--- src/rtl/train_sequencer_if.sv ---
`default_nettype none
// +----------------------------------------------------------------------------+
// | Module      : train_sequencer_if                                           |
// | Description : Control and layer-handshake bundle of the training run       |
// |               sequencer. The master side is the host/datapath, the slave   |
// |               side is the sequencer itself.                                |
// | Revision    : 1.0 - initial release                                        |
// +----------------------------------------------------------------------------+
interface train_sequencer_if #(
  parameter int LAYER_ADDR_WIDTH = 3,
  parameter int SAMPLE_ADDR_SIZE = 10,
  parameter int EPOCH_WIDTH      = 16
);
  logic                        start;
  logic                        abort;
  logic                        mode;
  logic [SAMPLE_ADDR_SIZE-1:0] num_samples;
  logic [EPOCH_WIDTH-1:0]      num_epochs;
  logic                        layer_done;
  logic                        layer_start;
  logic [LAYER_ADDR_WIDTH-1:0] layer;
  logic                        backward;
  logic [SAMPLE_ADDR_SIZE-1:0] sample_addr;
  logic [EPOCH_WIDTH-1:0]      epoch;
  logic                        busy;
  logic                        done;
  logic                        aborted;

  modport master (
    output start, abort, mode, num_samples, num_epochs, layer_done,
    input  layer_start, layer, backward, sample_addr, epoch, busy, done, aborted
  );

  modport slave (
    input  start, abort, mode, num_samples, num_epochs, layer_done,
    output layer_start, layer, backward, sample_addr, epoch, busy, done, aborted
  );
endinterface
`default_nettype wire

--- src/rtl/train_sequencer.sv ---
`default_nettype none
// +----------------------------------------------------------------------------+
// | Module      : train_sequencer                                              |
// | Description : Run controller for the layer-multiplexed backprop engine.    |
// |               Iterates epochs x samples x layers, forward sweep then       |
// |               (train mode) backward sweep, via a start/done handshake.     |
// | Revision    : 1.0 - initial release                                        |
// +----------------------------------------------------------------------------+
module train_sequencer #(
  parameter int LAYER_ADDR_WIDTH = 3,
  parameter int LAYER_MAX        = 3,
  parameter int SAMPLE_ADDR_SIZE = 10,
  parameter int MAX_SAMPLES      = 1000,
  parameter int EPOCH_WIDTH      = 16
) (
  input  wire logic        clk,
  input  wire logic        rst,
  train_sequencer_if.slave bus
);

  localparam logic [2:0] S_IDLE        = 3'd0;
  localparam logic [2:0] S_FWD_ISSUE   = 3'd1;
  localparam logic [2:0] S_FWD_WAIT    = 3'd2;
  localparam logic [2:0] S_BWD_ISSUE   = 3'd3;
  localparam logic [2:0] S_BWD_WAIT    = 3'd4;
  localparam logic [2:0] S_NEXT_SAMPLE = 3'd5;
  localparam logic [2:0] S_FINISH      = 3'd6;

  localparam logic [LAYER_ADDR_WIDTH-1:0] LAST_LAYER = LAYER_ADDR_WIDTH'(LAYER_MAX - 1);
  localparam logic [SAMPLE_ADDR_SIZE-1:0] SAMPLE_CAP = SAMPLE_ADDR_SIZE'(MAX_SAMPLES);

  logic [2:0]                  state;
  logic [2:0]                  next_state;

  // Run parameters captured at start; all loop bounds compare against these.
  logic                        run_mode;
  logic [SAMPLE_ADDR_SIZE-1:0] run_samples;
  logic [EPOCH_WIDTH-1:0]      run_epochs;

  logic [LAYER_ADDR_WIDTH-1:0] layer_q;
  logic                        backward_q;
  logic [SAMPLE_ADDR_SIZE-1:0] sample_q;
  logic [EPOCH_WIDTH-1:0]      epoch_q;
  logic                        done_q;
  logic                        aborted_q;

  logic [SAMPLE_ADDR_SIZE-1:0] clamped_samples;
  logic                        run_empty;
  logic                        abort_hit;
  logic [SAMPLE_ADDR_SIZE:0]   sample_inc;
  logic [EPOCH_WIDTH:0]        epoch_inc;
  logic                        more_samples;
  logic                        more_epochs;

  // One extra bit on the increments keeps "index+1 < count" free of wrap-around.
  assign clamped_samples = (bus.num_samples > SAMPLE_CAP) ? SAMPLE_CAP : bus.num_samples;
  assign run_empty       = (clamped_samples == '0) || (bus.num_epochs == '0);
  assign abort_hit       = (state != S_IDLE) && bus.abort;
  assign sample_inc      = {1'b0, sample_q} + (SAMPLE_ADDR_SIZE+1)'(1);
  assign epoch_inc       = {1'b0, epoch_q} + (EPOCH_WIDTH+1)'(1);
  assign more_samples    = sample_inc < {1'b0, run_samples};
  assign more_epochs     = epoch_inc < {1'b0, run_epochs};

  // State register.
  always_ff @(posedge clk or negedge rst) begin
    if (!rst) state <= S_IDLE;
    else      state <= next_state;
  end

  // Next-state decode; abort outranks every other transition outside IDLE.
  always_comb begin
    next_state = state;
    if (abort_hit) begin
      next_state = S_IDLE;
    end else begin
      case (state)
        S_IDLE:        if (bus.start) next_state = run_empty ? S_FINISH : S_FWD_ISSUE;
        S_FWD_ISSUE:   next_state = S_FWD_WAIT;
        S_FWD_WAIT:    if (bus.layer_done) begin
                         if (layer_q < LAST_LAYER) next_state = S_FWD_ISSUE;
                         else if (!run_mode)       next_state = S_BWD_ISSUE;
                         else                      next_state = S_NEXT_SAMPLE;
                       end
        S_BWD_ISSUE:   next_state = S_BWD_WAIT;
        S_BWD_WAIT:    if (bus.layer_done) next_state = (layer_q != '0) ? S_BWD_ISSUE : S_NEXT_SAMPLE;
        S_NEXT_SAMPLE: next_state = (more_samples || more_epochs) ? S_FWD_ISSUE : S_FINISH;
        S_FINISH:      next_state = S_IDLE;
        default:       next_state = S_IDLE;
      endcase
    end
  end

  // Loop counters, latched run parameters and the registered done/aborted pulses.
  always_ff @(posedge clk or negedge rst) begin
    if (!rst) begin
      run_mode    <= 1'b0;
      run_samples <= '0;
      run_epochs  <= '0;
      layer_q     <= '0;
      backward_q  <= 1'b0;
      sample_q    <= '0;
      epoch_q     <= '0;
      done_q      <= 1'b0;
      aborted_q   <= 1'b0;
    end else begin
      done_q    <= 1'b0;
      aborted_q <= 1'b0;
      if (abort_hit) begin
        aborted_q <= 1'b1;
      end else begin
        case (state)
          S_IDLE: if (bus.start) begin
            run_mode    <= bus.mode;
            run_samples <= clamped_samples;
            run_epochs  <= bus.num_epochs;
            layer_q     <= '0;
            backward_q  <= 1'b0;
            sample_q    <= '0;
            epoch_q     <= '0;
          end
          S_FWD_WAIT: if (bus.layer_done) begin
            if (layer_q < LAST_LAYER) layer_q    <= layer_q + LAYER_ADDR_WIDTH'(1);
            else if (!run_mode)       backward_q <= 1'b1;
          end
          S_BWD_WAIT: if (bus.layer_done && (layer_q != '0)) begin
            layer_q <= layer_q - LAYER_ADDR_WIDTH'(1);
          end
          S_NEXT_SAMPLE: begin
            layer_q    <= '0;
            backward_q <= 1'b0;
            if (more_samples) begin
              sample_q <= sample_inc[SAMPLE_ADDR_SIZE-1:0];
            end else begin
              sample_q <= '0;
              if (more_epochs) epoch_q <= epoch_inc[EPOCH_WIDTH-1:0];
            end
          end
          S_FINISH: done_q <= 1'b1;
          default: ;
        endcase
      end
    end
  end

  // Output decode: issue strobe and busy follow the state, the rest are registers.
  always_comb begin
    bus.layer_start = (state == S_FWD_ISSUE) || (state == S_BWD_ISSUE);
    bus.busy        = (state != S_IDLE);
    bus.layer       = layer_q;
    bus.backward    = backward_q;
    bus.sample_addr = sample_q;
    bus.epoch       = epoch_q;
    bus.done        = done_q;
    bus.aborted     = aborted_q;
  end

endmodule
`default_nettype wire

--- src/flat_wrapper.sv ---
// flat-port wrapper written by rule: the top's interface ports become plain ports
module train_sequencer_flat 
#(
  parameter int LAYER_ADDR_WIDTH = 3,
  parameter int LAYER_MAX        = 3,
  parameter int SAMPLE_ADDR_SIZE = 10,
  parameter int MAX_SAMPLES      = 1000,
  parameter int EPOCH_WIDTH      = 16
)
  (clk, rst, bus_start, bus_abort, bus_mode, bus_num_samples, bus_num_epochs, bus_layer_done, bus_layer_start, bus_layer, bus_backward, bus_sample_addr, bus_epoch, bus_busy, bus_done, bus_aborted);
  train_sequencer_if #(.LAYER_ADDR_WIDTH(LAYER_ADDR_WIDTH), .SAMPLE_ADDR_SIZE(SAMPLE_ADDR_SIZE), .EPOCH_WIDTH(EPOCH_WIDTH)) bus_i ();
  input  wire logic clk;
  input  wire logic rst;
  input wire logic [$bits(bus_i.start)-1:0] bus_start;
  input wire logic [$bits(bus_i.abort)-1:0] bus_abort;
  input wire logic [$bits(bus_i.mode)-1:0] bus_mode;
  input wire logic [$bits(bus_i.num_samples)-1:0] bus_num_samples;
  input wire logic [$bits(bus_i.num_epochs)-1:0] bus_num_epochs;
  input wire logic [$bits(bus_i.layer_done)-1:0] bus_layer_done;
  output wire logic [$bits(bus_i.layer_start)-1:0] bus_layer_start;
  output wire logic [$bits(bus_i.layer)-1:0] bus_layer;
  output wire logic [$bits(bus_i.backward)-1:0] bus_backward;
  output wire logic [$bits(bus_i.sample_addr)-1:0] bus_sample_addr;
  output wire logic [$bits(bus_i.epoch)-1:0] bus_epoch;
  output wire logic [$bits(bus_i.busy)-1:0] bus_busy;
  output wire logic [$bits(bus_i.done)-1:0] bus_done;
  output wire logic [$bits(bus_i.aborted)-1:0] bus_aborted;
  assign bus_i.start = bus_start;
  assign bus_i.abort = bus_abort;
  assign bus_i.mode = bus_mode;
  assign bus_i.num_samples = bus_num_samples;
  assign bus_i.num_epochs = bus_num_epochs;
  assign bus_i.layer_done = bus_layer_done;
  assign bus_layer_start = bus_i.layer_start;
  assign bus_layer = bus_i.layer;
  assign bus_backward = bus_i.backward;
  assign bus_sample_addr = bus_i.sample_addr;
  assign bus_epoch = bus_i.epoch;
  assign bus_busy = bus_i.busy;
  assign bus_done = bus_i.done;
  assign bus_aborted = bus_i.aborted;
  train_sequencer #(.LAYER_ADDR_WIDTH(LAYER_ADDR_WIDTH), .LAYER_MAX(LAYER_MAX), .SAMPLE_ADDR_SIZE(SAMPLE_ADDR_SIZE), .MAX_SAMPLES(MAX_SAMPLES), .EPOCH_WIDTH(EPOCH_WIDTH)) u_core (.clk(clk), .rst(rst), .bus(bus_i));
endmodule
--- config.mk ---
export PLATFORM = sky130hd
export DESIGN_NAME = train_sequencer_flat
export DESIGN_NICKNAME = d
export VERILOG_FILES = /design/src/rtl/train_sequencer_if.sv /design/src/rtl/train_sequencer.sv /design/src/flat_wrapper.sv
export SDC_FILE = /design/constraint.sdc
export NUM_CORES = 1
export LEC_CHECK = 0
export ABC_AREA = 1
export CAP_MARGIN = 20
export CELL_PAD_IN_SITES_DETAIL_PLACEMENT = 1
export CELL_PAD_IN_SITES_GLOBAL_PLACEMENT = 1
export CORE_MARGIN = 5
export CORE_UTILIZATION = 38
export CTS_BUF_LIST = sky130_fd_sc_hd__clkbuf_16
export DETAILED_ROUTE_END_ITERATION = 12
export GPL_TIMING_DRIVEN = 0
export HOLD_SLACK_MARGIN = 0.15
export PLACE_DENSITY = 0.77
export SETUP_SLACK_MARGIN = 0.4
export SLEW_MARGIN = 20
export SYNTH_ARGS = -nofsm -noshare
export SYNTH_HDL_FRONTEND = slang
export SYNTH_SLANG_ARGS = --single-unit
--- constraint.sdc ---
create_clock -name clk -period 5.7 [get_ports clk]
set_input_delay 0.57 -clock clk [delete_from_list [all_inputs] [get_ports clk]]
set_output_delay 0.57 -clock clk [all_outputs]
set_load 0.02 [all_outputs]
* Word level (Yosys, flattened, before mapping) *
Index checks and enable logic that the tools add are counted.

word-level totals
  flip-flop bits (word level) = 62
  latch bits = 0
  memory bits (writable) = 0
  ROM bits = 0
  input bits = 32
  word-level logic and storage cells = 86
  memories = 0

operators by class
  add/subtract/negate cells = 4
  multiply operators = 0
  divide/modulo/power cells = 0
  magnitude comparators = 4
  eq/ne operators = 17
  shift-type cells = 0
  mux-type cells = 31
  bitwise operators = 1
  reduce and logical (&&, ||, !) cells = 19

operator list
  kind                   number
  $mux 16                3
  $mux 3                 13
  $pmux 16 s2            1
  $mux 10                3
  $pmux 10 s2            1
  $pmux 3 s6             1
  $add 16x1->17 const B  1
  $lt 17x16->1           1
  $logic_not 16->1       1
  $pmux 3 s4             1
  $reduce_and 6->1       2
  $add 10x1->11 const B  1
  $lt 11x10->1           1
  $gt 10x10->1 const B   1
  $logic_not 10->1       1
  $ne 2x2->1 const B     5
  $eq 3x3->1 const B     3
  $ne 3x2->1 const B     3
  $reduce_and 3->1       3
  $reduce_bool 3->1      3
  $mux 1                 7
  $eq 3x2->1 const B     2
  $ne 2x1->1 const B     3
  $reduce_and 5->1       1
  11 further kinds       14

* Depth between registers and ports, before layout *
Gate-level depths: netlist of run 1.

  depth in word-level cells = 8
  gate-level depth with buffers = 20
  gate-level depth less buffers = 19

* Worst setup path after synthesis of run 1 *
No wires, ideal clock.

  kind = register to register
  start point = register u_core.epoch_q[0], in the netlist u_core.bus.epoch[0]
  end point = register u_core.epoch_q[4], in the netlist u_core.bus.epoch[4]
  library setup time = 0.118 ns
  arrival time = 2.616 ns
  setup slack = 2.966 ns
  cell stages (with the launch flop) = 20
  cells stage by stage = dfrtp_1 -> ha_1 -> nand2_1 -> nor2_1 -> nand3_1 -> nor2_1 -> xor2_1 -> inv_1 -> ha_1 -> nand2_1 -> nand2_1 -> a21oi_1 -> o21ai_1 -> nor2_1 -> nand2_2 -> nand2_2 -> nand2_4 -> buf_6 -> nand2_1 -> nand2_1

on the way
  word-level cells in the longest chain between the ends = 4

RTL lines
  element                                                    line                                           RTL
  start, declared                                            train_sequencer.sv:43                          logic [EPOCH_WIDTH-1:0] epoch_q;
  start signal, assigned                                     train_sequencer.sv:135                         if (more_epochs) epoch_q <= epoch_inc[EPOCH_WIDTH-1:0];
  $add 16x1->17 (*)                                          train_sequencer.sv:60                          assign epoch_inc = {1'b0, epoch_q} + (EPOCH_WIDTH+1)'(1);
  $lt 17x16->1 or $mux 16 (tied branches)                    train_sequencer.sv:62, train_sequencer.sv:135
  $ne 2x1->1 (no line) or $mux 16 (tied branches)            --
  $reduce_and 5->1 (no line) or $pmux 16 s2 (tied branches)  --

Every way passes the cells marked *; elsewhere a longest branch is shown, timed or not. The select of a mux whose other input is x is not followed.
A chain may end at the register's enable or synchronous reset.

* Final worst setup path of run 1 *
  start point = register u_core.epoch_q[0], in the netlist u_core.bus.epoch[0]
  end point = register u_core.epoch_q[0], in the netlist u_core.bus.epoch[0]

Same word-level chain as after synthesis.

==> out/qor.yml, run 1 <==
outcome:
  status: "complete, no violations"
route:
  totalWireLength_um: 11700
  drc: 0
  viasPerCell: 4.91
  ant_nets: 0
  vias: 3822
  first_pass_iters: 4
  detail_route.wl_per_cell_um: 15.0
  drt_iter0_drc: 151
sta:
  hold_ws_ps: 491
  layout_min_cycle_time_ps: 3230
  fmax_mhz: 310
  rsz0062_at_grt: "no"
  worst_pin_slew_ps: 498
  relSlewSlack: 0.668
  fin_crit_sh: 0.567
  hold_viol_final: 0
  fin_tns_setup_ps: 0
  slew_viol_final: 0
  setup_viol: 0
  finClkSkew_ps: 4.59
placement:
  dpl_cell_area_mm2: 0.00486
  place.gp.congestion: 0.857
  io_buffers: 65
  detailed_place_hpwl_um: 9340
setup_path:
  crit_buf_inv: 2
  start_kind: "flop"
  cp_top_family: "simple AND/OR/NAND/NOR gates"
  cp.required_ps: 5910
  crit_chain: "ha_1, nand2_1, nor2_1, nand3_1, nor2_1, xor2_1, inv_1, ha_1, nand2_1, nand2_1, a21oi_1, o21ai_1, nor2_1, nand2_2, nand2_2, nand2_4, buf_6, nand2_1, nand2_1"
  reg2regPathDepth: 19
  worstPathMaxFanout: 10
  critPathKind: "flop to flop"
  cpMaxStageDelayCell: "dfrtp_1"
  crit_path_frequent_cell: "nand2_1"
  worst-endpoint-arrival_ps: 3440
  critPathCaptureType: "flop"
  crit_cells: 19
  slowest_delay_ps: 440
grt:
  grt_use_total: 0.199
  grt_pass1_wl_um: 20600
  gr-total-overflow: 0
  grt_pass1_vias: 4241
  grt_max_degree: 43
  antenna_found_initial: 0
min_path:
  hold_path_class: "flop to flop"
  hold_depth: 2
synth:
  synth_cells: 559
  syn_area_per_cell_um2: 7.17
  synth.most_common_cell: "nand2_1"
  synth_edf_count: 0
  ys.flop_type: "dfrtp_1"
  yosys.area_share.simple: 0.311
  synth_top_area_frac: 0.387
  synthArstFlopShare: 1.00
  seq_area_frac_synth: 0.387
  ys_top_cells_by_count: "nand2_1 (162), inv_1 (84), nor2_1 (65), dfrtp_1 (62), nand3_1 (45)"
  ys_types: 37
  ys_warn_count: 0
  netlist_area_mm2: 0.00401
  synthTopCellsByArea: "dfrtp_1 (39%), nand2_1 (15%), ha_1 (8.1%)"
  yosys_register_bits: 62
  synth-xor-area-share: 0.0349
  synth-compound-area-share: 0.0817
  synth_area_leader_cell: "dfrtp_1"
  synth_top_family_by_area: "simple AND/OR/NAND/NOR gates"
  synth_mux_area_frac: 0.00250
  synthAdderAreaFrac: 0.0861
  synth_fp_nets: 618
finish:
  final_cell_area_mm2: 0.00512
  nNetsFinal: 696
  drive_above_1_share: 0.0530
  fill_cells: 1326
  area.growth.synth_to_final_pct: 27.7
  n_antenna_cell: 0
  fin_util: 0.496
clocking:
  clk_pin_slew_ps: 50
  htreeDepth: 3
  clk-insertion-delay-late_ps: 330
  cts_setup_buffers: 0
  numCtsBuffers: 9
  clock-sinks: 62
  clock_path_buffers: 2
  cts-root-buf: "clkbuf_16"
  cts_tree: "yes"
floorplanning:
  io_pins: 66
  core_area_mm2: 0.0103
  rows: 37
  die_h_um: 113
  die_area_mm2: 0.0127
  start_util: 0.388
  die_w_um: 113
power_and_ir_drop:
  peakVddDrop_v: 0.000192
  finalPower_mw: 1.93
  p_leak_nw: 2.61
  p_per_area_mw_per_mm2: 377
job:
  drv_cap: 0
==> cell type report <==
cell class	instances	area, um^2	area share
plain buffers	10	55.1	0.0107
multi-input cells	400	2070	0.404
repair buffers	67	686	0.134
flip-flops and latches	62	1550	0.303
inverters	87	332	0.0647
well taps	136	170	0.0332
clock buffers	9	225	0.0440
clock inverters	7	31.3	0.00611
==> worst min-delay path: cells and delay by family, from the launching register on <==
kind	cells	cell delay, ps
and+or+nand+nor	2	100
DFF	1	360
==> flip-flops by register name (all words and copies together), names as in the netlist <==
name	cells
u_core.run_samples	10
u_core.bus.aborted	1
u_core.run_epochs	16
u_core.run_mode	1
u_core.state	3
u_core.bus.sample_addr	10
u_core.bus.done	1
u_core.bus.backward	1
u_core.bus.layer	3
u_core.bus.epoch	16
==> timing repair <==
action	4_1_cts	5_1_grt
gates resized for setup	0	0
hold buffers	1	0
hold endpoints to repair	20	0
==> routing by layer <==
| layer | global-route usage | vias to the layer above | wire, um | part of all wire |
|---|---|---|---|---|
| li1 | - | 1909 | - | - |
| met1 | 0.262 | 1853 | 5550 | 0.47 |
| met2 | 0.340 | 45 | 5710 | 0.49 |
| met3 | 0.0219 | 15 | 248 | 0.021 |
| met4 | 0.0665 | 0 | 177 | 0.015 |
| met5 | 0 | - | 0 | 0 |
==> power by group <==
part	switching (mW)	leakage [nW]	internal (mW)	total (mW)
clock	0.197	0.131	0.286	0.483
combinational	0.547	1.66	0.279	0.826
sequential	0.0627	0.817	0.559	0.622
total	0.806	2.61	1.12	1.93
==> kinds of logic (layout without fill, tap and decap cells) <==
kind of cell,Yosys count,after routing
and+or+nand+nor,298,298
buffers and inverters,97,180
DFF,62,62
AOI/OAI and AO/OA,58,58
adders and majority gates,27,27
xor gates and xnor gates,16,16
muxes,1,1
==> per-stage QoR <==
| stage | std cells | setup WS, ps |
|---|---|---|
| after floorplan | 559 | 2970 |
| after global placement | 760 | 1910 |
| after detailed placement | 761 | 2540 |
| after CTS | 778 | 2480 |
| after global routing | 778 | 2180 |
| final | 778 | 2470 |
==> cell usage in the layout (no fill, tap or decap), drive strengths merged, types with 2 or more instances in the layout <==
cell | netlist | final
clkinv | 1 | 8
dfrtp | 62 | 62
ha | 26 | 26
clkdlybuf4s50 | 0 | 64
clkbuf | 5 | 14
inv | 86 | 86
nor3b | 2 | 2
nor3 | 9 | 9
o21bai | 2 | 2
a21o | 2 | 2
nand3 | 45 | 45
buf | 5 | 7
o21a | 2 | 2
o22ai | 2 | 2
o21ai | 35 | 35
nand2 | 169 | 169
xor2 | 15 | 15
a21oi | 12 | 12
nor2 | 66 | 66
nand4 | 4 | 4
==> worst paths after layout <==
path                                   endpoint  slack, ps                  from
hold reg to reg            u_core.run_epochs[0]        490  u_core.run_epochs[0]
setup / recovery            u_core.bus.epoch[0]       2470   u_core.bus.epoch[0]
min in group asynchronous   u_core.bus.layer[2]        680                   rst
max in group asynchronous   u_core.bus.epoch[4]       4510                   rst
setup reg to reg            u_core.bus.epoch[0]       2470   u_core.bus.epoch[0]
hold / removal             u_core.run_epochs[0]        490  u_core.run_epochs[0]
Note: power is estimated with default switching activity, not from simulation.
==> inputs of run 2 (changes only) <==
==> constraint.sdc (replaced) <==
create_clock -name clk -period 3.4 [get_ports clk]
set_input_delay 0.34 -clock clk [delete_from_list [all_inputs] [get_ports clk]]
set_output_delay 0.34 -clock clk [all_outputs]
set_load 0.02 [all_outputs]
==> out/qor.yml, run 2 (synthesized netlist as in run 1, its figures left out) <==
floorplanning:
  core_area_mm2: 0.0103  # unchanged
  io_pins: 66  # unchanged
  rows: 37  # unchanged
  die_area_mm2: 0.0127  # unchanged
  die_w_um: 113  # unchanged
  start_util: 0.388  # unchanged
  die_h_um: 113  # unchanged
finish:
  mostFrequentLayoutCells: "nand2_1 (159), inv_1 (84), clkdlybuf4s50_1 (64), nor2_1 (59), dfrtp_1 (58)"
  fill_cells: 1314  # -0.90%
  area.growth.synth_to_final_pct: 33.8
  stdcell_count: 794  # +2.1%
  area.sequential_mm2: 0.00156  # +0.32%
  nNetsFinal: 712  # +2.3%
  multiInputGateArea_mm2: 0.00219  # +5.6%
  drive_above_1_share: 0.109  # +0.0565
  n_antenna_cell: 0  # unchanged
  final_common_cell: "nand2_1"
outcome:
  status: "complete, no violations"
route:
  totalWireLength_um: 12400  # +6.2%
  first_pass_iters: 4  # unchanged
  detail_route.wl_per_cell_um: 15.6  # +4.1%
  ant_nets: 0  # unchanged
  drc: 0  # unchanged
  viasPerCell: 4.93  # +0.34%
  vias: 3914  # +2.4%
  drt_iter0_drc: 171  # +13%
power_and_ir_drop:
  peakVddDrop_v: 0.000325  # +69%
  finalPower_mw: 3.33  # +72%
  p_leak_nw: 2.71  # +4.2%
  p_per_area_mw_per_mm2: 620  # +65%
clocking:
  cts-root-buf: "clkbuf_16"
  clk-insertion-delay-late_ps: 330  # about the same
  numCtsBuffers: 9  # unchanged
  clock-sinks: 62  # unchanged
  clock_path_buffers: 2  # unchanged
  htreeDepth: 3  # unchanged
  clk_pin_slew_ps: 50  # about the same
  cts_tree: "yes"
sta:
  hold_ws_ps: 447  # -43.2 ps
  fin_tns_setup_ps: 0  # unchanged
  relSlewSlack: 0.632  # -0.0362
  setup_viol: 0  # unchanged
  layout_min_cycle_time_ps: 2950  # -284 ps
  rsz0062_at_grt: "yes"
  worst_pin_slew_ps: 553  # +54.3 ps
  hold_viol_final: 0  # unchanged
  fmax_mhz: 339  # +9.7%
  fin_crit_sh: 0.867  # +0.300
  finClkSkew_ps: 4.83  # +0.238 ps
  setup_ws_ps: 454  # -2020 ps
  slew_viol_final: 0  # unchanged
setup_path:
  start_kind: "flop"
  cp.required_ps: 3610  # -2300 ps
  worstPathMaxFanout: 10  # unchanged
  worst-endpoint-arrival_ps: 3150  # -290 ps
  critPathKind: "flop to flop"
  critPathCaptureType: "flop"
grt:
  grt_use_total: 0.201  # +0.00169
  grt_pass1_wl_um: 20800  # +0.87%
  grt_max_degree: 43  # unchanged
  grt_pass1_vias: 4266  # +0.59%
  antenna_found_initial: 0  # unchanged
  gr-total-overflow: 0  # unchanged
placement:
  io_buffers: 65  # unchanged
  detailed_place_hpwl_um: 9340  # unchanged
  dp_cells: 761  # unchanged
  place.gp.congestion: 0.857  # unchanged
  pre_cts_slack_ps: 240  # -2300 ps
min_path:
  hold_path_class: "input pin to asynchronous set/reset pin"
job:
  drv_cap: 0  # unchanged
run 2: final cells by class:
| class | instances | area share |
|---|---|---|
| Sequential cell | 62 | 0.290 |
| Clock buffer | 9 | 0.0420 |
| Tap cell | 136 | 0.0317 |
| Multi-Input combinational cell | 400 | 0.408 |
| Timing Repair Buffer | 83 | 0.150 |
| Buffer | 10 | 0.0110 |
| Clock inverter | 7 | 0.00583 |
| Inverter | 87 | 0.0618 |
run 2: what timing repair did:
action / in CTS / in global routing
setup buffers: 0 / 16
resized for setup: 8 / 24
hold buffers: 1 / 0
hold endpoints to repair: 20 / 0
setup endpoints to repair: 16 / 22
pin swaps: 0 / 6
run 2: metal layers:
| layer | share of wire | wire [um] | track usage |
|---|---|---|---|
| met1 | 0.46 | 5730 | 0.265 |
| met2 | 0.50 | 6260 | 0.343 |
| met3 | 0.021 | 256 | 0.0219 |
| met4 | 0.014 | 170 | 0.0665 |
| met5 | 0 | 0 | 0 |
run 2: worst max-delay path, stage by stage (launching register included):
cell     delay (ps)
dfrtp_2         430
ha_4            160
nand2_2          70
nor2_4          210
nand3_4         120
nor2_4          130
xor2_2          170
inv_1            60
ha_1            300
nand2_1          80
nand2_1          60
a21oi_2         140
o21ai_1          90
nor2_1          160
nand2_2         100
nand2_4         150
nand2_8          80
buf_6           150
nand2_1          70
nand2_1          70
run 2: path summary, 6_finish.rpt:
check                                     startpoint                    to  slack [ps]  depth (start not counted)
worst max-delay path             u_core.bus.epoch[0]   u_core.bus.epoch[0]         450                         19
worst min-delay path                             rst   u_core.bus.layer[2]         450                          2
worst max register to register   u_core.bus.epoch[0]   u_core.bus.epoch[0]         450                         19
worst min register to register  u_core.run_epochs[0]  u_core.run_epochs[0]         500                          2
max in group asynchronous                        rst   u_core.bus.epoch[4]        2430                          3
min in group clk                u_core.run_epochs[0]  u_core.run_epochs[0]         500                          2
run 2: per-stage QoR:
| stage | utilization | cell area (um^2) |
|---|---|---|
| final | 0.520 | 5370 |
| after detailed placement | 0.470 | 4860 |
| after floorplan | - | 4010 |
| after global placement | 0.468 | 4830 |
| after global routing | 0.520 | 5370 |
| after CTS | 0.499 | 5150 |
run 2: where the power goes:
group / internal, mW / switching, mW
Clock: 0.479 / 0.333
Sequential: 0.939 / 0.108
Combinational: 0.519 / 0.949
==> inputs of run 3 (changes only) <==
--- a/config.mk
+++ b/config.mk
@@ -12,6 +12,7 @@
 export CORE_MARGIN = 5
 export CORE_UTILIZATION = 38
 export CTS_BUF_LIST = sky130_fd_sc_hd__clkbuf_16
+export CTS_CLUSTER_DIAMETER = 40
 export DETAILED_ROUTE_END_ITERATION = 12
 export GPL_TIMING_DRIVEN = 0
 export HOLD_SLACK_MARGIN = 0.15
==> results of run 3 <==
The final DEF is identical to that of run 2; final timing and power are the same.
